<file path="src/rtl/blackjack_button_pulser.sv">
// Blackjack front-panel button conditioner: synchronizes and debounces the
// deal/hit/stand pushbuttons, latches one pending request per press, and
// arbitrates them into single-cycle active-low commands separated by a
// lockout window.
module blackjack_button_pulser #(
    parameter int unsigned DEBOUNCE_CYCLES = 16,
    parameter int unsigned LOCKOUT_CYCLES  = 8
) (
    input  logic clk,
    input  logic rst,
    input  logic key_deal_n,
    input  logic key_hit_n,
    input  logic key_stand_n,
    output logic deal,
    output logic hit,
    output logic stand,
    output logic busy
);

    localparam int unsigned NKEYS   = 3;
    localparam int unsigned CW      = 16;
    localparam int unsigned K_DEAL  = 0;
    localparam int unsigned K_HIT   = 1;
    localparam int unsigned K_STAND = 2;

    // Counter value on whose next mismatching cycle the threshold is reached
    localparam logic [CW-1:0] DEB_LAST  = CW'(DEBOUNCE_CYCLES - 1);
    localparam logic [CW-1:0] LOCK_LAST = CW'(LOCKOUT_CYCLES - 1);

    typedef enum logic [1:0] {
        IDLE    = 2'd0,
        PULSE   = 2'd1,
        LOCKOUT = 2'd2
    } state_t;

    logic [NKEYS-1:0] keys_n;
    logic [NKEYS-1:0] sync1;
    logic [NKEYS-1:0] sync2;
    logic [NKEYS-1:0] deb;
    logic [NKEYS-1:0] deb_d;
    logic [NKEYS-1:0] fall;
    logic [NKEYS-1:0] pend;
    logic [NKEYS-1:0] clr;
    logic [NKEYS-1:0] pick;
    logic [CW-1:0]    cnt [NKEYS];

    state_t           state;
    state_t           state_nxt;
    logic [NKEYS-1:0] grant;
    logic [NKEYS-1:0] grant_nxt;
    logic [CW-1:0]    lock_cnt;
    logic [CW-1:0]    lock_nxt;
    logic             deal_nxt;
    logic             hit_nxt;
    logic             stand_nxt;
    logic             busy_nxt;

    assign keys_n = {key_stand_n, key_hit_n, key_deal_n};

    // A press is the debounced level falling; releases are ignored
    assign fall = deb_d & ~deb;

    // Per-key synchronizer, debouncer and pending latch
    always_ff @(posedge clk or posedge rst) begin
        if (rst) begin
            sync1 <= '1;
            sync2 <= '1;
            deb   <= '1;
            deb_d <= '1;
            pend  <= '0;
            for (int i = 0; i < NKEYS; i++) begin
                cnt[i] <= '0;
            end
        end else begin
            sync1 <= keys_n;
            sync2 <= sync1;
            deb_d <= deb;
            // A new press wins over a same-cycle grant clear
            pend  <= (pend & ~clr) | fall;
            for (int i = 0; i < NKEYS; i++) begin
                if (sync2[i] != deb[i]) begin
                    // Toggling on reaching the threshold keeps the counter from
                    // ever exceeding it
                    if (cnt[i] == DEB_LAST) begin
                        deb[i] <= ~deb[i];
                        cnt[i] <= '0;
                    end else begin
                        cnt[i] <= cnt[i] + CW'(1);
                    end
                end else begin
                    cnt[i] <= '0;
                end
            end
        end
    end

    // Arbiter state and registered command outputs
    always_ff @(posedge clk or posedge rst) begin
        if (rst) begin
            state    <= IDLE;
            grant    <= '0;
            lock_cnt <= '0;
            deal     <= 1'b1;
            hit      <= 1'b1;
            stand    <= 1'b1;
            busy     <= 1'b0;
        end else begin
            state    <= state_nxt;
            grant    <= grant_nxt;
            lock_cnt <= lock_nxt;
            deal     <= deal_nxt;
            hit      <= hit_nxt;
            stand    <= stand_nxt;
            busy     <= busy_nxt;
        end
    end

    // Arbiter next state, grant selection and output decode
    always_comb begin
        state_nxt = state;
        grant_nxt = grant;
        lock_nxt  = lock_cnt;
        clr       = '0;
        pick      = '0;

        if (pend[K_DEAL]) begin
            pick[K_DEAL] = 1'b1;
        end else if (pend[K_STAND]) begin
            pick[K_STAND] = 1'b1;
        end else if (pend[K_HIT]) begin
            pick[K_HIT] = 1'b1;
        end

        case (state)
            IDLE: begin
                if (|pend) begin
                    state_nxt = PULSE;
                    grant_nxt = pick;
                    clr       = pick;
                end
            end
            PULSE: begin
                state_nxt = LOCKOUT;
                lock_nxt  = '0;
            end
            LOCKOUT: begin
                // End of lockout is the IDLE re-entry point; a waiting request
                // is granted there without spending a separate idle cycle
                if (lock_cnt == LOCK_LAST) begin
                    if (|pend) begin
                        state_nxt = PULSE;
                        grant_nxt = pick;
                        clr       = pick;
                    end else begin
                        state_nxt = IDLE;
                    end
                end else begin
                    lock_nxt = lock_cnt + CW'(1);
                end
            end
            default: begin
                state_nxt = IDLE;
            end
        endcase

        deal_nxt  = ~((state_nxt == PULSE) & grant_nxt[K_DEAL]);
        hit_nxt   = ~((state_nxt == PULSE) & grant_nxt[K_HIT]);
        stand_nxt = ~((state_nxt == PULSE) & grant_nxt[K_STAND]);
        busy_nxt  = (state_nxt != IDLE);
    end

endmodule

</file>
<file path="config.mk">
export PLATFORM = sky130hd
export DESIGN_NAME = blackjack_button_pulser
export DESIGN_NICKNAME = d
export VERILOG_FILES = /design/src/rtl/blackjack_button_pulser.sv
export SDC_FILE = /design/constraint.sdc
export NUM_CORES = 1
export LEC_CHECK = 0
export ABC_AREA = 1
export CAP_MARGIN = 20
export CORE_ASPECT_RATIO = 0.7
export CORE_MARGIN = 3
export CORE_UTILIZATION = 36
export DETAILED_ROUTE_END_ITERATION = 7
export SYNTH_ARGS = -nofsm -noshare
export SYNTH_HDL_FRONTEND = slang
export SYNTH_SLANG_ARGS = --single-unit
</file>
<file path="constraint.sdc">
create_clock -name clk -period 4.6 [get_ports clk]
set_input_delay 0.92 -clock clk [delete_from_list [all_inputs] [get_ports clk]]
set_output_delay 0.92 -clock clk [all_outputs]
set_load 0.03 [all_outputs]
</file>
* After elaboration in Yosys (flattened, before gate mapping)
Cells that the tools add are included.
** Operators by class
- Add/sub/neg operators :: 4
- Equality and inequality tests :: 11
- Muxes and demuxes :: 23
- Bitwise logic cells :: 14
- Reduce and logical (&&, ||, !) cells :: 8
** Operators by type and width (number)
- 2-to-1 mux 16 bit :: 7
- adder 16 x 1 -> 16 bit, second input constant :: 4
- equality test 16 x 4 -> 1 bit, second input constant :: 3
- one-hot mux 16 bit (2 select lines) :: 1
- equality test 16 x 3 -> 1 bit, second input constant :: 1
- 2-to-1 mux 3 bit :: 4
- one-hot mux 3 bit (2 select lines) :: 2
- AND reduction 2 bit :: 4
- AND 3 bit :: 2
- 2-to-1 mux 2 bit :: 3
- inverter 1 bit :: 6
- inverter 3 bit :: 2
- one-hot mux 2 bit (3 select lines) :: 1
- 2-to-1 mux 1 bit :: 5
- equality test 2 x 1 -> 1 bit, second input constant :: 2
- nonzero test 2 bit :: 2
- AND 1 bit :: 3
- != test 1 bit :: 3
- OR 3 bit :: 1
- OR reduction 3 bit :: 1
- equality test 2 bit, second input constant :: 1
- logical NOT 2 bit :: 1
- != test 2 bit, second input constant :: 1
** Word-level totals
- Register bits :: 88
- Input bits :: 5
- Output and inout port bits :: 4
- Logic and storage cells :: 77

* Longest topological paths before layout
- Depth in word-level cells :: 9
- Gate-level depth with buffers :: 9
- Depth with buffers taken out :: 9

* Least setup slack after synthesis
OpenSTA, ideal clock, no wires.
- Path kind :: flip-flop to output port
- From :: reg deal
- To :: out deal
- Arrival time :: 588 ps
- Data required time :: 3680 ps
- Path slack :: 3092 ps
- Cell stages (with the launch flop) :: 1
- Buffers on the path :: 0
- Path through :: dfstp_2
** RTL lines
- start, declared :: line 14 : output logic deal,
- start signal, assigned :: line 111 : deal <= deal_nxt;
No word-level cell between the ends.

* Worst setup path in the final report
- From :: reg deal
- To :: out deal
No word-level cell between the ends.

==> impl_metrics.yaml <==
run_status:
  outcome: "completed"
floorplanning:
  die_y_um: 98.5
  pin_count: 9
  die_x_um: 138
  row_count: 33
  coreArea_mm2: 0.0118
  initial_core_util_pct: 37.3
  die_area_mm2: 0.0136
worst_hold_path:
  worstHoldStart: "sync1[0]"
  holdPathStages: 0
  min_path_type: "reg -> reg"
  min_to: "sync2[0]"
placed_design:
  hpwlAfterDp_um: 6200
  port_buffers: 8
  gp_congestion: 0.851
  placed_area_mm2: 0.00466
  pre_cts_ws_ns: 2.14
timing:
  fin_skew_ns: 0.0104
  post-route-min-period_ns: 2.44
  drv_slew: 0
  setup_tns_ns: 0
  setup_viol: 0
  final-hold-violation-count: 0
  hold_ws_ns: 0.356
  max_freq_mhz: 409
  worst_pin_slew_ns: 0.818
  rsz0062_at_grt: "false"
  maxSlewHeadroom_pct: 45.4
  fin_crit_sh_pct: 53.1
  setup_ws_ns: 2.16
synth:
  syn_area_per_cell_um2: 7.75
  yosys_most_used_dff: "dfrtp_1"
  ys_seq_area_share_pct: 48.7
  synthArstFlopShare_pct: 100
  yosys-top-cells-count: "nand2_1 (144), nor2_1 (127), dfrtp_1 (70)"
  synth_top_area_share_pct: 39.8
  yosysUniqueCellTypes: 29
  synth-seq-cells: 85
  synth_enable_flop_cells: 0
  mappedNetlistNets: 577
  ys.warnings.count: 0
  synth.area.top_cells: "dfrtp_1 (40%), nand2_1 (12%), nor2_1 (11%), dfstp_2 (9.0%), inv_1 (5.4%)"
  syn_inst: 568
  synth.most_common_cell: "nand2_1"
  syn_area_mm2: 0.00440
  synth_top_area_cell: "dfrtp_1"
critical_path:
  max_stage_delay_ns: 0.66
  worst-path-buf-inv: 1
  reg2regPathDepth: 4
  slowest_stage: "clkdlybuf4s50_1"
  reg2reg_slack_ns: 3.01
  rr_endpoint: "busy"
  required_ns: 3.68
  cp-end-kind: "output pin"
  crit_path_start_kind: "register"
  cpLargestDelayFamily: "buffers and inverters"
  reg2reg_from: "state[1]"
  crit_fanout: 1
  cp_cell_sequence: "clkdlybuf4s50_1"
  crit_type: "reg -> out"
  cp.arrival_ns: 1.52
cts:
  cts_root_buf: "clkbuf_16"
  cts_hold_buf: 0
  cts_resized: 0
  clk_pin_slew_ns: 0.06
  h-tree-depth: 3
  post_cts_buffers: 0
  numCtsBuffers: 9
  max-clock-path-buffers: 2
  cts_tree: "yes"
  clock-sinks: 85
  insertion_delay_ns: 0.35
finish:
  area_growth_pct: 13.7
  antennaDiodeCount: 0
  drive_above_1_share_pct: 9.18
  stdcell_area_mm2: 0.00500
  final_util_pct: 42.4
  layout.nets: 592
global_routing:
  antenna_found_initial: 0
  grtUsageTotal_pct: 13.7
  grt_pass1_wl_um: 15300
  overflow: 0
  grt_pass1_vias: 3285
  grt_max_degree: 46
pwr:
  p_int_mw: 1.37
  ir_drop_uv: 185
  switchingPower_uw: 469
  clkPwrFrac_pct: 45.1
  comb_power_share_pct: 10.9
  p_leak_nw: 2.23
  p_seq_share_pct: 44.0
  swShare_pct: 25.5
  p_per_area_mw_per_mm2: 368
routing:
  drt_iter0_markers: 231
  wl_per_cell_um: 11.6
  vias: 3472
  drt-total-wl_um: 8630
  vias_per_cell: 4.66
  route.detailed.drc: 0
  drtPass1Iterations: 5
  ant_nets: 0
run:
  cap_violations: 0
routing by layer:
metal | part of all wire (%) | GRT usage [%] | vias to the layer above
met5 | 0 | 0 | -
met1 | 53 | 19.9 | 1612
li1 | - | - | 1804
met4 | 1.1 | 3.64 | 0
met2 | 42 | 19.5 | 49
met3 | 3.9 | 4.66 | 7
registers in the layout, summed over array words and instances, names as in the netlist:
register	flops
cnt	48
deb	3
pend	3
sync2	3
deal	1
state	2
lock_cnt	16
stand	1
deb_d	3
busy	1
sync1	3
hit	1
kinds of logic (layout without fill, tap and decap cells):
logic type	after synthesis	in the layout	synth area share, %
xor gates and xnor gates	27	27	5.37
AOI/OAI and AO/OA	28	28	4.29
DFF	85	85	48.7
adders and majority gates	4	4	1.14
buffers and inverters	70	90	6.08
and+or+nand+nor	354	354	34.4
through the flow:
| step | power (mW) | instances |
|---|---|---|
| 2_1_floorplan | 0.974 | 568 |
| 3_3_place_gp | 1.02 | 729 |
| 3_5_place_dp | 1.03 | 729 |
| 4_1_cts | 1.87 | 745 |
| 5_1_grt | 1.93 | 745 |
| 6_report | 1.84 | 745 |
worst max path at each step:
stage / from / end / depth (start not counted)
CTS: deal / deal / 1
detailed placement: rst / sync1[0] / 3
global route: deal / deal / 1
global placement: rst / sync1[0] / 3
finish: deal / deal / 1
floorplan: rst / busy / 1
cell type report:
class                           instances  area, um2
Clock inverter                          6        111
Timing Repair Buffer                    9       87.6
Sequential cell                        85       2150
Inverter                               65        245
Fill cell                            1225       6810
Tap cell                              157        196
Clock buffer                           10        229
Multi-Input combinational cell        413       1990
power groups by stage:
stage / registers, mW / logic [mW] / clock network (mW)
final: 0.810 / 0.201 / 0.830
after global routing: 0.814 / 0.228 / 0.893
after CTS: 0.810 / 0.205 / 0.853
after detailed placement: 0.823 / 0.205 / 0
after global placement: 0.821 / 0.200 / 0
after floorplan: 0.828 / 0.146 / 0
cell usage in the layout (no fill, tap or decap):
cell type          n
o21bai_1           3
inv_6              1
o21ai_0            7
nand4_1           16
nor2_8             1
xnor2_1            5
nor3_1             8
dfstp_2           15
bufinv_16          3
clkinvlp_4         1
nor3_2             2
inv_1             62
nand2_4            3
nand3_1           46
nand2_2            2
o21ai_1            2
ha_1               4
o21ai_2            8
clkinv_2           2
dfrtp_1           70
nor2_4             1
nand2_1          144
or2_2              1
clkbuf_16          9
a21oi_4            1
nor3b_1            2
a21oi_1            7
clkbuf_1           1
nor2_1           127
buf_4              1
xor2_1            22
nor2_2             1
inv_2              2
clkdlybuf4s50_1    8
No activity file was read; power rests on OpenSTA's default activity.
